[src/rtl/add8u_err_meter_pkg.sv]
// Shared types and widths for the approximate 8-bit adder error meter.
package add8u_err_meter_pkg;

  localparam int ERR_W = 11;
  localparam int ABS_W = 10;
  localparam int SQ_W  = 18;

  typedef enum logic [1:0] {
    ACCUM  = 2'd0,
    DRAIN  = 2'd1,
    REPORT = 2'd2
  } state_t;

endpackage

[src/rtl/add8u_err_stage.sv]
// First pipeline stage: exact sum, signed error and its magnitude, registered.
module add8u_err_stage
  import add8u_err_meter_pkg::*;
(
  input  logic             clk,
  input  logic             rst_n,
  input  logic             take,
  input  logic [7:0]       a,
  input  logic [7:0]       b,
  input  logic [8:0]       o,
  output logic             s1_valid,
  output logic [ABS_W-1:0] s1_abs,
  output logic             s1_nz
);

  logic [8:0]              sum;
  logic signed [ERR_W-1:0] err;
  logic [ERR_W-1:0]        abs_full;

  always_comb begin
    sum      = {1'b0, a} + {1'b0, b};
    err      = $signed({2'b00, o}) - $signed({2'b00, sum});
    abs_full = err[ERR_W-1] ? -err : err;
  end

  // Magnitude never exceeds 511, so the top bit of abs_full is always zero.
  always_ff @(posedge clk) begin
    if (!rst_n) begin
      s1_valid <= 1'b0;
      s1_abs   <= '0;
      s1_nz    <= 1'b0;
    end else begin
      s1_valid <= take;
      if (take) begin
        s1_abs <= abs_full[ABS_W-1:0];
        s1_nz  <= (err != '0);
      end
    end
  end

endmodule

[src/rtl/add8u_err_meter.sv]
// Error meter: accumulates sample count, error count, SAE, SSE and worst-case
// error of an approximate 8-bit adder over a run, then presents a result bundle.
module add8u_err_meter
  import add8u_err_meter_pkg::*;
#(
  parameter int CNT_W = 32,
  parameter int SAE_W = 42,
  parameter int SSE_W = 50
) (
  input  logic             clk,
  input  logic             rst_n,
  input  logic             in_valid,
  output logic             in_ready,
  input  logic [7:0]       in_a,
  input  logic [7:0]       in_b,
  input  logic [8:0]       in_o,
  input  logic             in_last,
  output logic             res_valid,
  input  logic             res_ready,
  output logic [CNT_W-1:0] res_n,
  output logic [CNT_W-1:0] res_nerr,
  output logic [SAE_W-1:0] res_sae,
  output logic [SSE_W-1:0] res_sse,
  output logic [ABS_W-1:0] res_wce,
  output logic             res_sat
);

  state_t state, state_nxt;

  logic             take, clr, to_report;
  logic             s1_valid, s1_nz;
  logic [ABS_W-1:0] s1_abs;
  logic             s2_valid, s2_nz;
  logic [ABS_W-1:0] s2_abs;
  logic [SQ_W-1:0]  s2_sq;

  logic [CNT_W-1:0] acc_n, acc_nerr, n_nxt, nerr_nxt;
  logic [SAE_W-1:0] acc_sae, sae_nxt;
  logic [SSE_W-1:0] acc_sse, sse_nxt;
  logic [ABS_W-1:0] acc_wce, wce_nxt;
  logic             acc_sat, sat_nxt;
  logic [CNT_W:0]   n_add, nerr_add;
  logic [SAE_W:0]   sae_add;
  logic [SSE_W:0]   sse_add;

  assign in_ready  = (state == ACCUM);
  assign res_valid = (state == REPORT);
  assign take      = in_valid & in_ready;
  assign clr       = res_valid & res_ready;
  assign to_report = (state == DRAIN) && (state_nxt == REPORT);

  add8u_err_stage u_stage (
    .clk      (clk),
    .rst_n    (rst_n),
    .take     (take),
    .a        (in_a),
    .b        (in_b),
    .o        (in_o),
    .s1_valid (s1_valid),
    .s1_abs   (s1_abs),
    .s1_nz    (s1_nz)
  );

  // The last sample sits in S1 on DRAIN entry; once S1 empties, S2 retires it on this edge.
  always_comb begin
    state_nxt = state;
    case (state)
      ACCUM:   if (take && in_last) state_nxt = DRAIN;
      DRAIN:   if (!s1_valid) state_nxt = REPORT;
      REPORT:  if (res_ready) state_nxt = ACCUM;
      default: state_nxt = ACCUM;
    endcase
  end

  always_comb begin
    n_add    = {1'b0, acc_n} + {{CNT_W{1'b0}}, 1'b1};
    nerr_add = {1'b0, acc_nerr} + {{CNT_W{1'b0}}, 1'b1};
    sae_add  = {1'b0, acc_sae} + (SAE_W+1)'(s2_abs);
    sse_add  = {1'b0, acc_sse} + (SSE_W+1)'(s2_sq);
    n_nxt    = acc_n;
    nerr_nxt = acc_nerr;
    sae_nxt  = acc_sae;
    sse_nxt  = acc_sse;
    wce_nxt  = acc_wce;
    sat_nxt  = acc_sat;
    if (s2_valid) begin
      n_nxt   = n_add[CNT_W] ? '1 : n_add[CNT_W-1:0];
      sae_nxt = sae_add[SAE_W] ? '1 : sae_add[SAE_W-1:0];
      sse_nxt = sse_add[SSE_W] ? '1 : sse_add[SSE_W-1:0];
      if (s2_nz) nerr_nxt = nerr_add[CNT_W] ? '1 : nerr_add[CNT_W-1:0];
      if (s2_abs > acc_wce) wce_nxt = s2_abs;
      sat_nxt = acc_sat | n_add[CNT_W] | (s2_nz & nerr_add[CNT_W])
              | sae_add[SAE_W] | sse_add[SSE_W];
    end
  end

  always_ff @(posedge clk) begin
    if (!rst_n) begin
      state    <= ACCUM;
      s2_valid <= 1'b0;
      s2_abs   <= '0;
      s2_sq    <= '0;
      s2_nz    <= 1'b0;
      acc_n    <= '0;
      acc_nerr <= '0;
      acc_sae  <= '0;
      acc_sse  <= '0;
      acc_wce  <= '0;
      acc_sat  <= 1'b0;
      res_n    <= '0;
      res_nerr <= '0;
      res_sae  <= '0;
      res_sse  <= '0;
      res_wce  <= '0;
      res_sat  <= 1'b0;
    end else begin
      state    <= state_nxt;
      s2_valid <= s1_valid;
      if (s1_valid) begin
        s2_abs <= s1_abs;
        s2_nz  <= s1_nz;
        s2_sq  <= {{(SQ_W-ABS_W){1'b0}}, s1_abs} * {{(SQ_W-ABS_W){1'b0}}, s1_abs};
      end
      if (clr) begin
        acc_n    <= '0;
        acc_nerr <= '0;
        acc_sae  <= '0;
        acc_sse  <= '0;
        acc_wce  <= '0;
        acc_sat  <= 1'b0;
      end else begin
        acc_n    <= n_nxt;
        acc_nerr <= nerr_nxt;
        acc_sae  <= sae_nxt;
        acc_sse  <= sse_nxt;
        acc_wce  <= wce_nxt;
        acc_sat  <= sat_nxt;
      end
      // Snapshot so the bundle holds its value after the run is consumed.
      if (to_report) begin
        res_n    <= n_nxt;
        res_nerr <= nerr_nxt;
        res_sae  <= sae_nxt;
        res_sse  <= sse_nxt;
        res_wce  <= wce_nxt;
        res_sat  <= sat_nxt;
      end
    end
  end

endmodule

[config.mk]
export PLATFORM = sky130hd
export DESIGN_NAME = add8u_err_meter
export DESIGN_NICKNAME = d
export VERILOG_FILES = /design/src/rtl/add8u_err_meter_pkg.sv /design/src/rtl/add8u_err_stage.sv /design/src/rtl/add8u_err_meter.sv
export SDC_FILE = /design/constraint.sdc
export NUM_CORES = 1
export LEC_CHECK = 0
export ABC_AREA = 1
export BUFFER_PORTS_ARGS = -buffer_cell sky130_fd_sc_hd__buf_2
export CORE_UTILIZATION = 36
export CTS_BUF_LIST = sky130_fd_sc_hd__clkbuf_4
export CTS_CLUSTER_DIAMETER = 40
export DETAILED_ROUTE_END_ITERATION = 10
export PLACE_DENSITY = 0.61
export RECOVER_POWER = 100
export REMOVE_ABC_BUFFERS = 1
export SKIP_LAST_GASP = 1
export SYNTH_ARGS = -nofsm -noshare
export SYNTH_HDL_FRONTEND = slang
export SYNTH_HIERARCHICAL = 1
export SYNTH_SLANG_ARGS = --single-unit
[constraint.sdc]
create_clock -name clk -period 6.3 [get_ports clk]
set_clock_uncertainty 0.05 [all_clocks]
set_input_delay 1.26 -clock clk [delete_from_list [all_inputs] [get_ports clk]]
set_output_delay 1.26 -clock clk [all_outputs]
set_load 0.005 [all_outputs]
==> metrics.md <==
| Metric | Value |
|---|---|
| Sw power | 1.78 mW |
| Most frequent cell after synthesis | nand2_1 |
| Post-synthesis sequential area ratio | 0.325 |
| Met1 Resource Use GR | 0.254 |
| Combinational share of power | 0.177 |
| Worst Setup Start Kind | primary input |
| Crit path largest cell delay | 1.88 ns |
| Top cell by count, worst path | inv_1 |
| Cell count after synthesis | 3327 |
| # placed instances | 4258 |
| RR Endpoint | s2_sq[14] |
| Finished Layout Cells | 4439 |
| EDFF count, synth | 0 |
| Crit path to | acc_n[14] |
| RSZ-0062 raised after global routing | no |
| Hold Buf Count CTS | 0 |
| Outcome | finished with violations |
| First-pass GRT wire length | 105 mm |
| Cells on worst reg2reg path | 19 |
| DRT iter0 DRCs | 1354 |
| Critical-path cell list | clkbuf_1, nand2_4, inv_1, clkbuf_2, o21ai_0, inv_1 |
| Placeable Area | 0.0633 mm² |
| Worst-Skew Late Latency | 0.86 ns |
| Tmin final | 5.12 ns |
| Synthesized area | 0.0231 mm² |
| Final period utilization | 0.813 |
| X dimension of the die | 256 µm |
| Synth warn | 6 |
| DP Area | 0.0248 mm² |
| Crit path kind | primary input to register |
| Least-Margin Pin Slew | 2.71 ns |
| Initial core utilization | 0.366 |
| CP Capture Type | register |
| Max-Cap Viols | 3 |
| Row count | 92 |
| Sink Count | 376 |
| Layout area overhead | 12.0% |
| Vias in the first global route | 20700 |
| Share of cells above drive strength 1 | 0.116 |
| Post-CTS setup buffers | 0 |
| Cts repair resizes | 0 |
| Critical Path Start | rst_n |
| Max Buffers Root-to-Sink | 3 |
| CP max-delay cell | clkbuf_1 |
| R2R Setup Slk | 1.26 ns |
| H-tree depth | 3 |
| Top cells by area, synth | dfxtp_1 33%, nand2_1 11%, inv_1 8.4%, nand3_1 6.1%, nor2_1 5.4% |
| Max Transition Viols Final | 136 |
| HP Class | register to register |
| Router iterations before antenna repair | 6 |
| DP HPWL | 46.1 mm |
| Die area | 0.0653 mm² |
| PortBufs | 198 |
| Final hold violation count | 0 |
| Critical Path RT | 7.02 ns |
| Sw frac | 0.311 |
| Leading area contributor after synthesis | dfxtp_1 |
| P per Cell Area | 220 mW/mm² |
| #FFs+latches synth | 376 |
| Met3 usage | 0.0450 |
| Drt total wl | 63.7 mm |
| Ys flop type | dfxtp_1 |
| Post-Syn Area per Cell | 6.96 µm² |
| Nets | 3696 |
| Detail-routed via count per cell | 4.86 |
| PnR Total Power | 5.71 mW |
| CTS root buffer | clkbuf_4 |
| Io pins | 199 |
| Gr busiest metal | met2 |
| GR Util met2 | 0.318 |
| Drc violations | 0 |
| CTS clock-pin slew for the worst setup and hold paths | 0.06 ns |
| Fmax | 0.195 GHz |
| Via count | 21600 |
| Cell leakage power | 12.7 nW |
| Final Instance Area | 0.0259 mm² |
| Final setup fails | 0 |
| Worst vdd ir | 0.135 mV |
| Largest net degree at the start of global routing | 208 |
| CTS tree | yes |
| Fill count | 6897 |
| Total CTS buffers | 102 |
| Synth top area share | 0.325 |
| WL per Instance | 14.3 µm |
| Register share of total power | 0.449 |
| CP max FO | 63 |
| Gr ovfl total | 0 |
| Initial antenna violation count | 3 |
| Netlist cell types | 58 |
| Slew headroom | -0.810 |
| GP Congestion | 0.884 |
| Die Y | 256 µm |
| GRT Overall Usage | 0.194 |
| Clock Power Share | 0.373 |
| Synth top cells by count | 692 x nand2_1, 520 x inv_1, 376 x dfxtp_1 |
| Violated checks | max-capacitance violations, max-slew violations |
| Arrival time worst endpoint | 5.84 ns |
| Int Pwr | 3.94 mW |
| Final ANT Viol Nets | 0 |
| Asr flop ratio synth | 0 |
| R2R Path Start | u_stage/s1_abs[1] |
[metal layers]
metal | part of all wire | routed length [µm]
met4 | 0.019 | 1210
met5 | 0 | 0
met3 | 0.059 | 3750
met1 | 0.47 | 30100
met2 | 0.45 | 28600
[cells in the final DEF, fill, tap and decap left out, drive strengths merged, types with 7 or more instances in the layout]
cell type  instances
a21o               7
a21oi            159
a31oi             24
buf              129
clkbuf           225
clkinv            35
dfxtp            376
fa                57
ha                93
inv              538
nand2            712
nand3            302
nand3b            18
nand4             79
nor2             350
nor3              61
nor4               9
o211ai            35
o21a              57
o21ai            158
o21bai            41
or2               19
xnor2             20
xor2              67
[stage by stage]
stage	setup slack [ns]	TNS, ns	util	hold slack (ns)
finish	1.18	0	0.409	0.440
global route	0.724	0	0.409	0.465
detailed placement	1.29	0	0.391	0.428
floorplan	-13.61	-1745.09	-	0.400
global placement	1.33	0	0.391	0.424
CTS	1.26	0	0.411	0.443
[kinds of logic after synthesis]
group           Yosys count  share of synthesized area
fa+ha+maj               150                     0.0996
buf+inv                 665                      0.111
flops                   376                      0.325
xor+xnor                 87                     0.0329
mux                       2                   0.000865
compound gates          487                      0.127
simple gates           1560                      0.303
[worst max-delay path, delay by kind of cell]
family                 cells  cell delay (ns)
AOI/OAI and AO/OA          1             0.20
buffers and inverters      4             3.32
and+or+nand+nor            1             0.97
[sequential cells by signal (all words and copies together), names as in the netlist, 16 cells and up]
name,count
acc_n,32
acc_sae,42
res_sae,42
acc_nerr,32
acc_sse,50
res_sse,50
s2_sq,16
res_n,32
res_nerr,32
[worst min path at each step]
stage	startpoint	endpoint	slack, ns	cells past startpoint
after floorplan	s2_sq[2]	s2_sq[2]	0.40	2
after global placement	acc_wce[7]	acc_wce[7]	0.42	2
after detailed placement	res_n[12]	res_n[12]	0.43	2
after CTS	acc_wce[2]	acc_wce[2]	0.44	2
after global routing	acc_wce[5]	acc_wce[5]	0.47	2
final	s2_sq[2]	s2_sq[2]	0.44	2
[cell type report]
cell class              instances  area (µm²)  share of cell area
multi-input cells            2286       13100               0.504
well taps                     846        1060              0.0408
inverters                     539        2030              0.0783
diodes                          2        5.00            0.000193
clock inverters                36         174             0.00671
clock buffers                 143        1070              0.0414
flip-flops and latches        376        7530               0.291
repair buffers                211         988              0.0381
[power groups by stage]
stage	clock network, mW	logic [mW]	registers, mW
floorplan	0	0.749	2.60
global placement	0	1.02	2.62
detailed placement	0	1.02	2.62
CTS	2.22	1.03	2.57
global route	2.35	1.17	2.58
finish	2.13	1.01	2.57
Note: power is estimated with default switching activity, not from simulation.
